File: config.mk
export PLATFORM = sky130hd
export DESIGN_NAME = dfr_mem_arbiter
export DESIGN_NICKNAME = d
export VERILOG_FILES = /design/src/rtl/dfr_pkg.sv /design/src/rtl/dfr_mem_arbiter.sv
export SDC_FILE = /design/constraint.sdc
export NUM_CORES = 1
export LEC_CHECK = 0
export CAP_MARGIN = 25
export CORE_AREA = 2 2 94 96
export DETAILED_ROUTE_END_ITERATION = 12
export DIE_AREA = 0 0 96 98
export GPL_ROUTABILITY_DRIVEN = 0
export GPL_TIMING_DRIVEN = 0
export PLACE_DENSITY = 0.72
export SYNTH_ARGS = -nofsm -noshare
export SYNTH_HDL_FRONTEND = slang
export SYNTH_SLANG_ARGS = --single-unit
export TNS_END_PERCENT = 20
File: constraint.sdc
create_clock -name clk -period 1.4 [get_ports clk]
set_clock_uncertainty 0.1 [all_clocks]
set_input_delay 0.28 -clock clk [delete_from_list [all_inputs] [get_ports clk]]
set_output_delay 0.28 -clock clk [all_outputs]
set_load 0.02 [all_outputs]
File: src/rtl/dfr_pkg.sv
// dfr_pkg
// Shared types and constants for the DFR memory subsystem.
//   arb_state_t : arbiter FSM states (core priority / forced host slot)
//   owner_t     : tag carried with an outstanding read to route its data back
//   MEM_SEL_*   : host mem_sel region codes; one arbiter instance per region RAM
package dfr_pkg;

  typedef enum logic {ARB_CORE_PRI, ARB_HOST_FORCE} arb_state_t;

  typedef enum logic {OWNER_CORE, OWNER_HOST} owner_t;

  localparam int MEM_SEL_WIDTH = 3;

  localparam logic [MEM_SEL_WIDTH-1:0] MEM_SEL_INPUT   = 3'd1;
  localparam logic [MEM_SEL_WIDTH-1:0] MEM_SEL_RES_HIST = 3'd2;
  localparam logic [MEM_SEL_WIDTH-1:0] MEM_SEL_OUT_WGT = 3'd3;
  localparam logic [MEM_SEL_WIDTH-1:0] MEM_SEL_DFR_OUT = 3'd4;

endpackage

File: src/rtl/dfr_mem_arbiter.sv
// dfr_mem_arbiter
// Shares one single-port, 1-cycle-latency DFR RAM between the host (AXI
// config path) and the core (controller / counters / matrix multiplier).
// The core has priority; the host is forced through after HOST_MAX_WAIT
// consecutive denied cycles. Read data is routed back to whichever
// requester issued the read.
// Ports:
//   clk, rst                      clock, synchronous active-high reset
//   host_req/wen/addr/din         host request (held until host_gnt)
//   host_gnt/rvalid/rdata         host grant, read-return valid and data
//   core_req/wen/addr/din         core request (held until core_gnt)
//   core_gnt/rvalid/rdata         core grant, read-return valid and data
//   ram_wen/addr/din              RAM command, driven from the granted port
//   ram_dout                      RAM read data, one cycle after the address
module dfr_mem_arbiter
  import dfr_pkg::*;
#(
  parameter int ADDR_WIDTH    = 14,
  parameter int DATA_WIDTH    = 32,
  parameter int HOST_MAX_WAIT = 8
) (
  input  logic                  clk,
  input  logic                  rst,
  input  logic                  host_req,
  input  logic                  host_wen,
  input  logic [ADDR_WIDTH-1:0] host_addr,
  input  logic [DATA_WIDTH-1:0] host_din,
  output logic                  host_gnt,
  output logic                  host_rvalid,
  output logic [DATA_WIDTH-1:0] host_rdata,
  input  logic                  core_req,
  input  logic                  core_wen,
  input  logic [ADDR_WIDTH-1:0] core_addr,
  input  logic [DATA_WIDTH-1:0] core_din,
  output logic                  core_gnt,
  output logic                  core_rvalid,
  output logic [DATA_WIDTH-1:0] core_rdata,
  output logic                  ram_wen,
  output logic [ADDR_WIDTH-1:0] ram_addr,
  output logic [DATA_WIDTH-1:0] ram_din,
  input  logic [DATA_WIDTH-1:0] ram_dout
);

  localparam int CNT_W = $clog2(HOST_MAX_WAIT + 1);
  localparam logic [CNT_W-1:0] WAIT_LAST = CNT_W'(HOST_MAX_WAIT - 1);
  localparam logic [CNT_W-1:0] WAIT_MAX  = CNT_W'(HOST_MAX_WAIT);
  localparam logic [CNT_W-1:0] CNT_ONE   = CNT_W'(1);

  arb_state_t       state;
  logic [CNT_W-1:0] wait_cnt;
  logic             rd_pend_valid;
  owner_t           rd_pend_owner;
  logic             host_denied;

  // Grant decision. Everything is held at zero while rst is asserted so the
  // RAM sees no access in the reset cycle even though grants are combinational.
  always_comb begin
    host_gnt = 1'b0;
    core_gnt = 1'b0;
    if (!rst) begin
      if (state == ARB_HOST_FORCE) begin
        host_gnt = host_req;
      end else begin
        core_gnt = core_req;
        host_gnt = host_req && !core_req;
      end
    end
  end

  assign host_denied = host_req && !host_gnt;

  // RAM command mux. With no grant the core address/data are presented so the
  // RAM inputs do not toggle with host traffic, but the write enable stays low.
  always_comb begin
    ram_wen  = 1'b0;
    ram_addr = '0;
    ram_din  = '0;
    if (!rst) begin
      if (host_gnt) begin
        ram_wen  = host_wen;
        ram_addr = host_addr;
        ram_din  = host_din;
      end else begin
        ram_wen  = core_gnt && core_wen;
        ram_addr = core_addr;
        ram_din  = core_din;
      end
    end
  end

  // Arbiter FSM and host starvation counter. The forced host slot lasts one
  // cycle only, so the core loses at most one cycle per HOST_MAX_WAIT.
  always_ff @(posedge clk) begin
    if (rst) begin
      state    <= ARB_CORE_PRI;
      wait_cnt <= '0;
    end else begin
      case (state)
        ARB_CORE_PRI: begin
          if (host_denied && (wait_cnt == WAIT_LAST)) begin
            state <= ARB_HOST_FORCE;
          end
        end
        default: state <= ARB_CORE_PRI;
      endcase

      if (host_denied) begin
        if (wait_cnt != WAIT_MAX) begin
          wait_cnt <= wait_cnt + CNT_ONE;
        end
      end else begin
        wait_cnt <= '0;
      end
    end
  end

  // Outstanding-read tag: remembers who issued the read so the RAM data,
  // which arrives one cycle later, goes back to the right requester.
  always_ff @(posedge clk) begin
    if (rst) begin
      rd_pend_valid <= 1'b0;
      rd_pend_owner <= OWNER_CORE;
    end else begin
      rd_pend_valid <= (host_gnt && !host_wen) || (core_gnt && !core_wen);
      rd_pend_owner <= host_gnt ? OWNER_HOST : OWNER_CORE;
    end
  end

  // A read tagged just before reset must not surface during the reset cycle.
  assign host_rvalid = !rst && rd_pend_valid && (rd_pend_owner == OWNER_HOST);
  assign core_rvalid = !rst && rd_pend_valid && (rd_pend_owner == OWNER_CORE);
  assign host_rdata  = host_rvalid ? ram_dout : '0;
  assign core_rdata  = core_rvalid ? ram_dout : '0;

endmodule

==> flow_summary.json <==
{
  "finalSetupTns_ns": -38.97,
  "placed_cells_incl_taps": 621,
  "synth_area_leaders": "sky130_fd_sc_hd__and2_1, sky130_fd_sc_hd__nand2b_1, sky130_fd_sc_hd__nand3_1",
  "run_status": "complete, but fails checks",
  "timing.critical_path.required_ns": 1.02,
  "yosys.area.top_type": "sky130_fd_sc_hd__and2_1",
  "layout.cells.most_common_list": "sky130_fd_sc_hd__clkdlybuf4s50_1, sky130_fd_sc_hd__buf_6, sky130_fd_sc_hd__nand2b_1",
  "critical_path.top_delay_family": "buffers and inverters",
  "final_period_minus_worst_setup_slack_ns": 1.87,
  "globalRoute.totalOverflow": 0,
  "critical_path_startpoint_category": "flop",
  "clock_latency_late_sink_ns": 0.23,
  "placementRows": 34,
  "path_clk_slew_ns": 0.04,
  "grt_start_max_net_pins": 11,
  "route.final.wire_length_um": 9800,
  "drt_first_pass_iters": 4,
  "crit_path_max_fanout": 8,
  "synth.ff_latch_count": 7,
  "timing.hold.worst_endpoint": "rd_pend_valid",
  "critical_path_class": "flop to output port",
  "crit_share_post_route_pct": 134,
  "setup-violations-final": 115,
  "slew_headroom_pct": 65.6,
  "critPathSlowestCell": "sky130_fd_sc_hd__dfxtp_2",
  "worst_setup_path_end_kind": "output port",
  "area_of_the_core_mm2": 0.00847,
  "power_per_cell_area_mw_per_mm2": 356,
  "cts.hold.buffers_added": 0,
  "drt-vias-per-instance": 4.50,
  "insertedDiodeCount": 0,
  "power_switching_uw": 646,
  "swShare_pct": 35.5,
  "syn_area_mm2": 0.00162,
  "intPower_uw": 1170,
  "cts_inserted_buffers": 3,
  "worstReg2RegStart": "wait_cnt[0]",
  "yosys_warnings": 0,
  "worstHoldPathType": "primary input to flop",
  "dr.first_iter.drc_count": 34,
  "crit_buf_inv": 3,
  "first_pass_grt_wire_length_um": 14400,
  "cp_cell_sequence": "nand2b_4, and2_4, buf_12, buf_16, o21ai_4, buf_6",
  "synth_sequential_area_ratio_pct": 8.68,
  "drive_gt1_share_pct": 43.6,
  "rsz_0062_raised_after_global_routing": "yes",
  "critical-path-max-stage-delay_ns": 0.31,
  "io-pin-count": 245,
  "finalHoldViolCount": 0,
  "routed_wire_length_per_instance_um": 15.4,
  "final_cell_count_no_fill": 638,
  "maxcap_violations": 0,
  "sequentialPowerShare_pct": 11.5,
  "netlist.area_leader.share_pct": 25.6,
  "cts_buffer_depth": 2,
  "syn-mean-instance-area_um2": 6.00,
  "cts_tree": "done",
  "first_global_vias": 2842,
  "area_delta_synth_final_pct": 217,
  "design.die.area_mm2": 0.00941,
  "globalRouteTotalUtil_pct": 19.3,
  "final_net_count": 663,
  "initial_utilization_pct": 19.1,
  "min_delay_path_depth": 3,
  "clk_root_buffer_cell": "sky130_fd_sc_hd__clkbuf_8",
  "timing.critical_path.arrival_ns": 1.49,
  "fmax_mhz": 534,
  "port_buffer_count": 244,
  "failing_checks": "negative setup slack",
  "detail_route.drc_violations": 0,
  "grt_antenna_before_repair": 0,
  "power.combinational.fraction_pct": 72.9,
  "die_height_um": 98,
  "leakage_uw": 0.00213,
  "worst_pin_slew_ns": 0.516,
  "route.vias.total": 2872,
  "clkPwrFrac_pct": 15.6,
  "internal_reg_to_reg_setup_slack_ns": 0.13,
  "postSynthNetCount": 401,
  "rr_endpoint": "wait_cnt[1]",
  "antenna_violating_nets_post_route": 0,
  "worst_r2r_path_depth": 5,
  "synth.lib_cells_used.distinct": 22,
  "min-delay-start": "host_req",
  "postSynthCellCount": 269,
  "maxSlewViolCount": 0,
  "cts-htree-levels": 1,
  "layout_commonest_cell": "sky130_fd_sc_hd__clkdlybuf4s50_1",
  "irDropWorstVdd_uv": 267,
  "final_critical_path_setup_slack_ns": -0.472,
  "clock_sinks": 7,
  "estimated_wirelength_of_the_detail_placed_design_um": 7930,
  "chipWidth_um": 96
}
-- synth_stat cells --
library cell and count:
sky130_fd_sc_hd__a21oi_1 3, sky130_fd_sc_hd__and2_1 66, sky130_fd_sc_hd__and3b_1 1, sky130_fd_sc_hd__buf_2 5, sky130_fd_sc_hd__buf_4 3, sky130_fd_sc_hd__clkbuf_1 19, sky130_fd_sc_hd__dfxtp_1 7, sky130_fd_sc_hd__ha_1 2
sky130_fd_sc_hd__inv_1 2, sky130_fd_sc_hd__mux2i_1 1, sky130_fd_sc_hd__nand2_1 4, sky130_fd_sc_hd__nand2b_1 49, sky130_fd_sc_hd__nand3_1 48, sky130_fd_sc_hd__nand3b_1 3, sky130_fd_sc_hd__nor2_1 4, sky130_fd_sc_hd__nor2b_1 2
sky130_fd_sc_hd__nor3_1 1, sky130_fd_sc_hd__nor3b_2 1, sky130_fd_sc_hd__o21ai_0 17, sky130_fd_sc_hd__o21ai_1 29, sky130_fd_sc_hd__xnor2_1 1, sky130_fd_sc_hd__xor2_1 1
-- per-stage QoR --
step	area, um^2	hold WS [ns]	setup slack (ns)	total power, uW	util, %
finish	5120	0.236	-0.472	1820	60.5
global route	5120	0.285	-0.530	1920	60.5
CTS	4860	0.378	-0.559	1780	57.4
detailed placement	4700	0.377	-1.59	1440	55.5
global placement	4700	0.361	-1.62	1430	55.5
floorplan	2120	0.344	-0.138	757	-
-- timing repair --
action                                  CTS  global route
pin swaps                                 9            17
endpoints found under the setup margin  122           115
resized for setup                       605            90
setup buffers                             5             4
cloned                                    2             3
-- layout make-up --
cell class	instances	area [um^2]
inverter	2	7.51
clock buffer	4	45.0
fill	750	3350
multi-input combinational	233	1890
timing repair buffer	258	2590
tap	108	135
sequential	7	144
buffer	26	300
-- routing by layer --
layer | part of all wire, % | vias up | routed length [um] | track usage [%]
li1 | - | 1418 | - | -
met1 | 35 | 1293 | 3390 | 20.1
met2 | 53 | 149 | 5210 | 37.0
met3 | 10 | 12 | 993 | 4.86
met4 | 2.1 | 0 | 208 | 5.16
met5 | 0 | - | 0 | 0
-- worst max path at each step --
stage,startpoint,endpoint,slack (ns),cells past startpoint
finish,state,ram_din[30],-0.47,6
global route,state,ram_din[30],-0.53,6
CTS,state,ram_din[30],-0.56,7
detailed placement,rst,ram_din[20],-1.59,7
global placement,rst,ram_din[23],-1.62,7
floorplan,state,ram_addr[0],-0.14,6
-- logic make-up (layout without fill, tap and decap cells) --
logic type | count (synthesis) | in the layout | share of synthesized area (%)
adder cells (fa/ha/maj) | 2 | 2 | 1.55
buffers and inverters | 29 | 290 | 7.82
XOR/XNOR | 2 | 2 | 1.08
AND/OR/NAND/NOR | 179 | 179 | 65.1
multiplexers | 1 | 1 | 0.620
AO/OA/AOI/OAI | 49 | 49 | 15.2
flip-flops | 7 | 7 | 8.68
-- power by group through the flow --
stage / sequential [uW] / clock [uW] / combinational (uW)
floorplan: 210 / 0 / 547
global placement: 211 / 0 / 1220
detailed placement: 211 / 0 / 1230
CTS: 208 / 294 / 1280
global route: 209 / 300 / 1410
finish: 209 / 285 / 1330
-- state kept, by name (all words and copies together) (netlist names) --
| register | cells |
|---|---|
| rd_pend_owner | 1 |
| rd_pend_valid | 1 |
| state | 1 |
| wait_cnt | 4 |
-- worst register-to-register path, cell delays in order (launching register included) --
cell                       delay [ns]
sky130_fd_sc_hd__dfxtp_1         0.38
sky130_fd_sc_hd__inv_1           0.07
sky130_fd_sc_hd__ha_1            0.21
sky130_fd_sc_hd__nand3b_1        0.14
sky130_fd_sc_hd__mux2i_1         0.20
sky130_fd_sc_hd__nor2_1          0.06
No activity file was read; power rests on OpenSTA's default activity.
